**config.mk**
```make
export PLATFORM = sky130hd
export DESIGN_NAME = jstk_spi_master
export DESIGN_NICKNAME = d
export VERILOG_FILES = /design/src/rtl/jstk_spi_master_pkg.sv /design/src/rtl/jstk_spi_master_shifter.sv /design/src/rtl/jstk_spi_master.sv
export SDC_FILE = /design/constraint.sdc
export NUM_CORES = 1
export LEC_CHECK = 0
export CAP_MARGIN = 20
export CELL_PAD_IN_SITES_DETAIL_PLACEMENT = 1
export CELL_PAD_IN_SITES_GLOBAL_PLACEMENT = 1
export CORE_MARGIN = 3
export CORE_UTILIZATION = 43
export CTS_CLUSTER_SIZE = 28
export DETAILED_ROUTE_END_ITERATION = 12
export PLACE_DENSITY_LB_ADDON = 0.1
export SYNTH_ARGS = -nofsm -noshare
export SYNTH_HDL_FRONTEND = slang
export SYNTH_HIERARCHICAL = 1
export SYNTH_SLANG_ARGS = --single-unit
```
**constraint.sdc**
```tcl
create_clock -name CLK -period 5.75 [get_ports CLK]
set_input_delay 1.15 -clock CLK [delete_from_list [all_inputs] [get_ports CLK]]
set_output_delay 1.15 -clock CLK [all_outputs]
set_load 0.02 [all_outputs]
```
**src/rtl/jstk_spi_master_pkg.sv**
```systemverilog
// rtl/jstk_spi_master_pkg.sv - shared constants and FSM state type for the PmodJSTK SPI engine
// Purpose: frame size, board-clock timing constants and the sequencing FSM states.
// Ports: none (package).
package jstk_spi_master_pkg;

    localparam int NBYTES    = 5;    // bytes per transaction
    localparam int SCLK_HALF = 90;   // CLK cycles per SCLK half-period
    localparam int SS_SETUP  = 180;  // CLK cycles from SS low to first SCLK rise
    localparam int BYTE_GAP  = 120;  // extra SCLK-low idle between bytes

    typedef enum logic [2:0] {
        IDLE,
        SETUP,
        SHIFT,
        GAP,
        DONE_ST
    } state_t;

    function automatic int max3(input int a, input int b, input int c);
        int m;
        m = (a > b) ? a : b;
        return (m > c) ? m : c;
    endfunction

endpackage

```
**src/rtl/jstk_spi_master_shifter.sv**
```systemverilog
// rtl/jstk_spi_master_shifter.sv - 8-bit SPI tx/rx shift pair with bit counting
// Purpose: holds the byte in flight; shifts rx on SCLK rise, tx on SCLK fall.
// Ports:
//   clk, rst     clock and asynchronous active-high reset
//   load         load_data into tx, clear rx and the bit count
//   rise_en      sample miso into rx (SCLK rising)
//   fall_en      advance tx (SCLK falling), count the bit
//   miso         serial input
//   mosi         tx MSB, straight from a flop
//   rx_data      received byte
//   bit_done     set after the 8th fall, cleared by load
module jstk_spi_master_shifter (
    input  logic       clk,
    input  logic       rst,
    input  logic       load,
    input  logic [7:0] load_data,
    input  logic       rise_en,
    input  logic       fall_en,
    input  logic       miso,
    output logic       mosi,
    output logic [7:0] rx_data,
    output logic       bit_done
);

    logic [7:0] tx_sr;
    logic [7:0] rx_sr;
    logic [2:0] bit_cnt;

    always_ff @(posedge clk or posedge rst) begin
        if (rst) begin
            tx_sr    <= '0;
            rx_sr    <= '0;
            bit_cnt  <= '0;
            bit_done <= 1'b0;
        end else if (load) begin
            tx_sr    <= load_data;
            rx_sr    <= '0;
            bit_cnt  <= '0;
            bit_done <= 1'b0;
        end else begin
            if (rise_en) begin
                rx_sr <= {rx_sr[6:0], miso};
            end
            if (fall_en) begin
                tx_sr    <= {tx_sr[6:0], 1'b0};
                bit_cnt  <= bit_cnt + 3'd1;
                bit_done <= (bit_cnt == 3'd7);
            end
        end
    end

    assign mosi    = tx_sr[7];
    assign rx_data = rx_sr;

endmodule

```
**src/rtl/jstk_spi_master.sv**
```systemverilog
// rtl/jstk_spi_master.sv - SPI mode-0 transaction engine for the PmodJSTK
// Purpose: on each sndRec rising edge, send DIN and capture 5 joystick bytes into DOUT.
// Ports:
//   CLK     12 MHz system clock
//   RST     asynchronous active-high reset
//   sndRec  transaction request, rising edge starts a frame
//   DIN     command bytes, DIN[39:32] sent first
//   MISO    serial data from the joystick
//   SS      slave select, active low
//   SCLK    serial clock, idles low
//   MOSI    serial data to the joystick, MSB first
//   DOUT    last complete received frame, first byte in [39:32]
//   BUSY    high from start acceptance until SS returns high
//   DONE    one-cycle pulse when DOUT updates
module jstk_spi_master
    import jstk_spi_master_pkg::*;
(
    input  logic                  CLK,
    input  logic                  RST,
    input  logic                  sndRec,
    input  logic [8*NBYTES-1:0]   DIN,
    input  logic                  MISO,
    output logic                  SS,
    output logic                  SCLK,
    output logic                  MOSI,
    output logic [8*NBYTES-1:0]   DOUT,
    output logic                  BUSY,
    output logic                  DONE
);

    localparam int W      = 8 * NBYTES;
    localparam int TICK_W = $clog2(max3(SCLK_HALF, SS_SETUP, BYTE_GAP));
    localparam int BYTE_W = $clog2(NBYTES + 1);

    state_t              state, state_n;
    logic                sndrec_q;
    logic                start;
    logic [TICK_W-1:0]   tick, tick_val;
    logic                tick_ld;
    logic                start_acc, rise_en, fall_en, byte_end, sclk_n;
    logic [BYTE_W-1:0]   byte_cnt;
    logic [W-1:0]        tx_frame, rx_frame;
    logic                sh_load, bit_done;
    logic [7:0]          sh_load_data, rx_byte;

    assign start = sndRec & ~sndrec_q;

    // The shifter holds the byte in flight; tx_frame holds the bytes still to go,
    // so the next byte is loaded at the end of each byte and MOSI settles during GAP.
    assign sh_load      = start_acc | byte_end;
    assign sh_load_data = start_acc ? DIN[W-1 -: 8] : tx_frame[W-1 -: 8];

    jstk_spi_master_shifter u_shifter (
        .clk       (CLK),
        .rst       (RST),
        .load      (sh_load),
        .load_data (sh_load_data),
        .rise_en   (rise_en),
        .fall_en   (fall_en),
        .miso      (MISO),
        .mosi      (MOSI),
        .rx_data   (rx_byte),
        .bit_done  (bit_done)
    );

    always_ff @(posedge CLK or posedge RST) begin
        if (RST) begin
            state <= IDLE;
        end else begin
            state <= state_n;
        end
    end

    // Every timed wait loads tick with (length-1) and advances when it reaches zero,
    // so a wait of N cycles spends exactly N cycles in that state/phase.
    always_comb begin
        state_n   = state;
        tick_ld   = 1'b0;
        tick_val  = '0;
        start_acc = 1'b0;
        rise_en   = 1'b0;
        fall_en   = 1'b0;
        byte_end  = 1'b0;
        sclk_n    = SCLK;
        case (state)
            IDLE: begin
                if (start) begin
                    start_acc = 1'b1;
                    state_n   = SETUP;
                    tick_ld   = 1'b1;
                    tick_val  = TICK_W'(SS_SETUP - 1);
                end
            end
            SETUP, GAP: begin
                if (tick == '0) begin
                    state_n  = SHIFT;
                    rise_en  = 1'b1;
                    sclk_n   = 1'b1;
                    tick_ld  = 1'b1;
                    tick_val = TICK_W'(SCLK_HALF - 1);
                end
            end
            SHIFT: begin
                if (tick == '0) begin
                    if (SCLK) begin
                        fall_en  = 1'b1;
                        sclk_n   = 1'b0;
                        tick_ld  = 1'b1;
                        tick_val = TICK_W'(SCLK_HALF - 1);
                    end else if (bit_done) begin
                        // Low half of the 8th bit has elapsed: the byte is complete.
                        byte_end = 1'b1;
                        if (byte_cnt == BYTE_W'(NBYTES - 1)) begin
                            state_n = DONE_ST;
                        end else begin
                            state_n  = GAP;
                            tick_ld  = 1'b1;
                            tick_val = TICK_W'(BYTE_GAP - 1);
                        end
                    end else begin
                        rise_en  = 1'b1;
                        sclk_n   = 1'b1;
                        tick_ld  = 1'b1;
                        tick_val = TICK_W'(SCLK_HALF - 1);
                    end
                end
            end
            DONE_ST: begin
                state_n = IDLE;
            end
            default: begin
                state_n = IDLE;
            end
        endcase
    end

    // Outputs are registered from the next state so SS/SCLK/BUSY never glitch.
    always_ff @(posedge CLK or posedge RST) begin
        if (RST) begin
            sndrec_q <= 1'b0;
            tick     <= '0;
            byte_cnt <= '0;
            tx_frame <= '0;
            rx_frame <= '0;
            SCLK     <= 1'b0;
            SS       <= 1'b1;
            BUSY     <= 1'b0;
            DONE     <= 1'b0;
            DOUT     <= '0;
        end else begin
            sndrec_q <= sndRec;
            if (tick_ld) begin
                tick <= tick_val;
            end else if (tick != '0) begin
                tick <= tick - 1'b1;
            end
            if (start_acc) begin
                byte_cnt <= '0;
                rx_frame <= '0;
                tx_frame <= {DIN[W-9:0], 8'h00};
            end else if (byte_end) begin
                byte_cnt <= byte_cnt + 1'b1;
                rx_frame <= {rx_frame[W-9:0], rx_byte};
                tx_frame <= {tx_frame[W-9:0], 8'h00};
            end
            SCLK <= sclk_n;
            SS   <= (state_n == IDLE);
            BUSY <= (state_n != IDLE);
            DONE <= (state == DONE_ST);
            if (state == DONE_ST) begin
                DOUT <= rx_frame;
            end
        end
    end

endmodule

```
==> flow_summary.toml <==
[outcome]
status = "finished clean"

[cts]
insertion_delay_ps = 420
clockBufferDepth = 2
cts_tree = "yes"
hold_buffers = 0
cts_resized = 0
numCtsBuffers = 17
cts.sink_count = 151
h-tree-depth = 4
path_clk_slew_ps = 60
clock-root-buffer = "clkbuf_16"
postCtsSetupRepairBufs = 0

[sta]
final.setup.worst_slack_ps = 2770
setup_violations = 0
finalCriticalPeriod_ps = 2980
holdWs_ps = 498
worst_pin_slew_ps = 824
fin_crit_sh_pct = 51.8
fin_skew_ps = 9.95
hold_viol_final = 0
rsz0062_at_grt = "false"
fin_tns_setup_ps = 0
slew_violations = 0
fmax_mhz = 335
slew_headroom_pct = 44.9

[yosys]
synth_top_cell_by_area = "dfrtp_1"
synth_compound_area_share_pct = 11.7
synth_top_area_share_pct = 59.4
synthMuxAreaShare_pct = 10.1
ys_seq_elements = 151
synthXorXnorAreaFrac_pct = 0.277
syn_avg_cell_area_um2 = 10.6
netlist_top_cells_area = "dfrtp_1 (59%), nand2_1 (7.9%), mux2_2 (7.1%), o21ai_0 (5.9%), mux2i_1 (3.0%)"
synth_nets = 643
ys_seq_area_share_pct = 59.8
yosys.area_share.simple_pct = 12.8
synth_top_family_by_area = "simple AND/OR/NAND/NOR gates"
postSynth.asyncResetShare_pct = 100
synth_area_mm2 = 0.00632
yosys_warnings = 6
netlist_instances = 594
yosys.cell_types.count = 45
ys.flop_type = "dfrtp_1"
synth_edf_count = 0
yosys.area_share.adder_pct = 0.990

[place]
dp.cells = 834
place_ws_ps = 2820
dp.final_hpwl_um = 10000
place_area_mm2 = 0.00737
port_buffers = 88
gp_congestion = 0.795

[layout]
nets = 722
seqCellArea_mm2 = 0.00378
layout-drive-gt1-share_pct = 13.0
multi_input_area_mm2 = 0.00229
syn2layout_area_growth_pct = 25.8
post-route-util_pct = 56.2
stdcell_area_mm2 = 0.00795
mostFrequentLayoutCell = "dfrtp_1"
layout.cells.non_filler = 864
n_antenna_cell = 0
layout_common_cells = "dfrtp_1 (150), nand2_1 (133), clkdlybuf4s50_1 (88)"
final.fill_count = 1531

[floorplanning]
die_area_mm2 = 0.0162
num_rows = 43
io_pins = 89
die_y_um = 127
core-area_mm2 = 0.0141
start_util_pct = 44.7
die_w_um = 127

[route]
drc_errors = 0
ant_nets = 0
via_count = 4685
drt_first_pass_iters = 5
drt_wl_total_um = 15900
dr.first_iter.drc_count = 309
route.detailed.vias_per_inst = 5.42
routedWlPerCell_um = 18.4

[global_route]
grt_max_degree = 81
grt-ovfl-total = 0
grt_pass1_wl_um = 26400
grt.total_usage_pct = 20.6
grt_pass1_vias = 4997
antenna_found_initial = 0

[setup_path]
crit_arrival_ps = 3270
critPathRequiredTime_ps = 6040
crit_path_max_fanout = 46
startpoint_type = "flip-flop"
path_class = "reg2reg"
r2r_cells = 7
cp-end-kind = "flip-flop"

[pwr]
seqPwrFrac_pct = 48.5
pwr-share-clk_pct = 49.1
p_int_mw = 1.76
switching_share_pct = 19.6
power.density_mw_per_mm2 = 276
p_leak_nw = 3.58
p_total_mw = 2.19
p_comb_share_pct = 2.4
power.switching_uw = 430
ir_drop_mv = 0.247

[run]
maxCapViolCount = 0

[min_path]
holdPathStages = 2
hp-class = "reg2reg"
power groups by stage:
| stage | logic [mW] | clock network (mW) | registers (mW) |
|---|---|---|---|
| after floorplan | 0.0160 | 0 | 1.08 |
| after global placement | 0.0544 | 0 | 1.08 |
| after detailed placement | 0.0550 | 0 | 1.08 |
| after CTS | 0.0551 | 1.10 | 1.06 |
| after global routing | 0.0593 | 1.15 | 1.06 |
| final | 0.0530 | 1.08 | 1.06 |
cell type report:
class	count	share of cell area (%)
clock buffer	28	6.75
clock inverter	2	0.441
inverter	27	1.31
multi-input combinational	378	28.8
sequential	151	47.6
tap	180	2.83
timing repair buffer	98	12.3
worst max-delay path, stage by stage (launching register included):
cell      delay (ps)
dfrtp_1          420
inv_1             90
ha_1             200
or3b_2           600
or4_4            620
nand2_2          630
nand2b_1         190
o21ai_0           80
cells in the mapped netlist, types with 2 or more instances:
cell      count
a21o_1        2
a21oi_1       4
a22oi_1      24
and3_1        2
buf_1         2
buf_2        12
buf_6         2
clkbuf_1     22
dfrtp_1     150
ha_1          5
inv_1        27
mux2_2       40
mux2i_1      19
nand2_1     133
nand2b_1      4
nand3_1       5
nor2_1       21
nor2b_1       2
nor3_1        2
nor4_1        4
o21ai_0      75
o21ai_1      10
o31ai_1       2
or3b_2        3
or4_4         2
state kept, by name, summed over array words and instances, names as in the netlist, 8 cells and up:
signal and cells:
DOUT 40, rx_frame 40, tick 8, tx_frame 32
u_shifter/rx_data 8, u_shifter/tx_sr 8
final timing paths:
| check | start | end | slack, ps |
|---|---|---|---|
| worst max-delay path | tick[0] | u_shifter/tx_sr[0] | 2770 |
| worst min-delay path | u_shifter/rx_data[7] | rx_frame[7] | 500 |
| min in group asynchronous | RST | DOUT[0] | 1210 |
| worst min register to register | u_shifter/rx_data[7] | rx_frame[7] | 500 |
| worst max register to register | tick[0] | u_shifter/tx_sr[0] | 2770 |
| max in group asynchronous | RST | SS | 3540 |
routing by layer:
metal	GRT usage, %	wire length, um
met5	0	0
met4	6.12	166
met3	4.14	440
met2	33.9	7960
met1	27.7	7370
cell families (layout without fill, tap and decap cells):
| logic type | Yosys count | count (layout) |
|---|---|---|
| multiplexers | 59 | 59 |
| AO/OA/AOI/OAI | 127 | 127 |
| buffers and inverters | 65 | 155 |
| flip-flops | 151 | 151 |
| XOR/XNOR | 2 | 2 |
| adder cells (fa/ha/maj) | 5 | 5 |
| AND/OR/NAND/NOR | 185 | 185 |
Power figures use the tool's default switching activity.
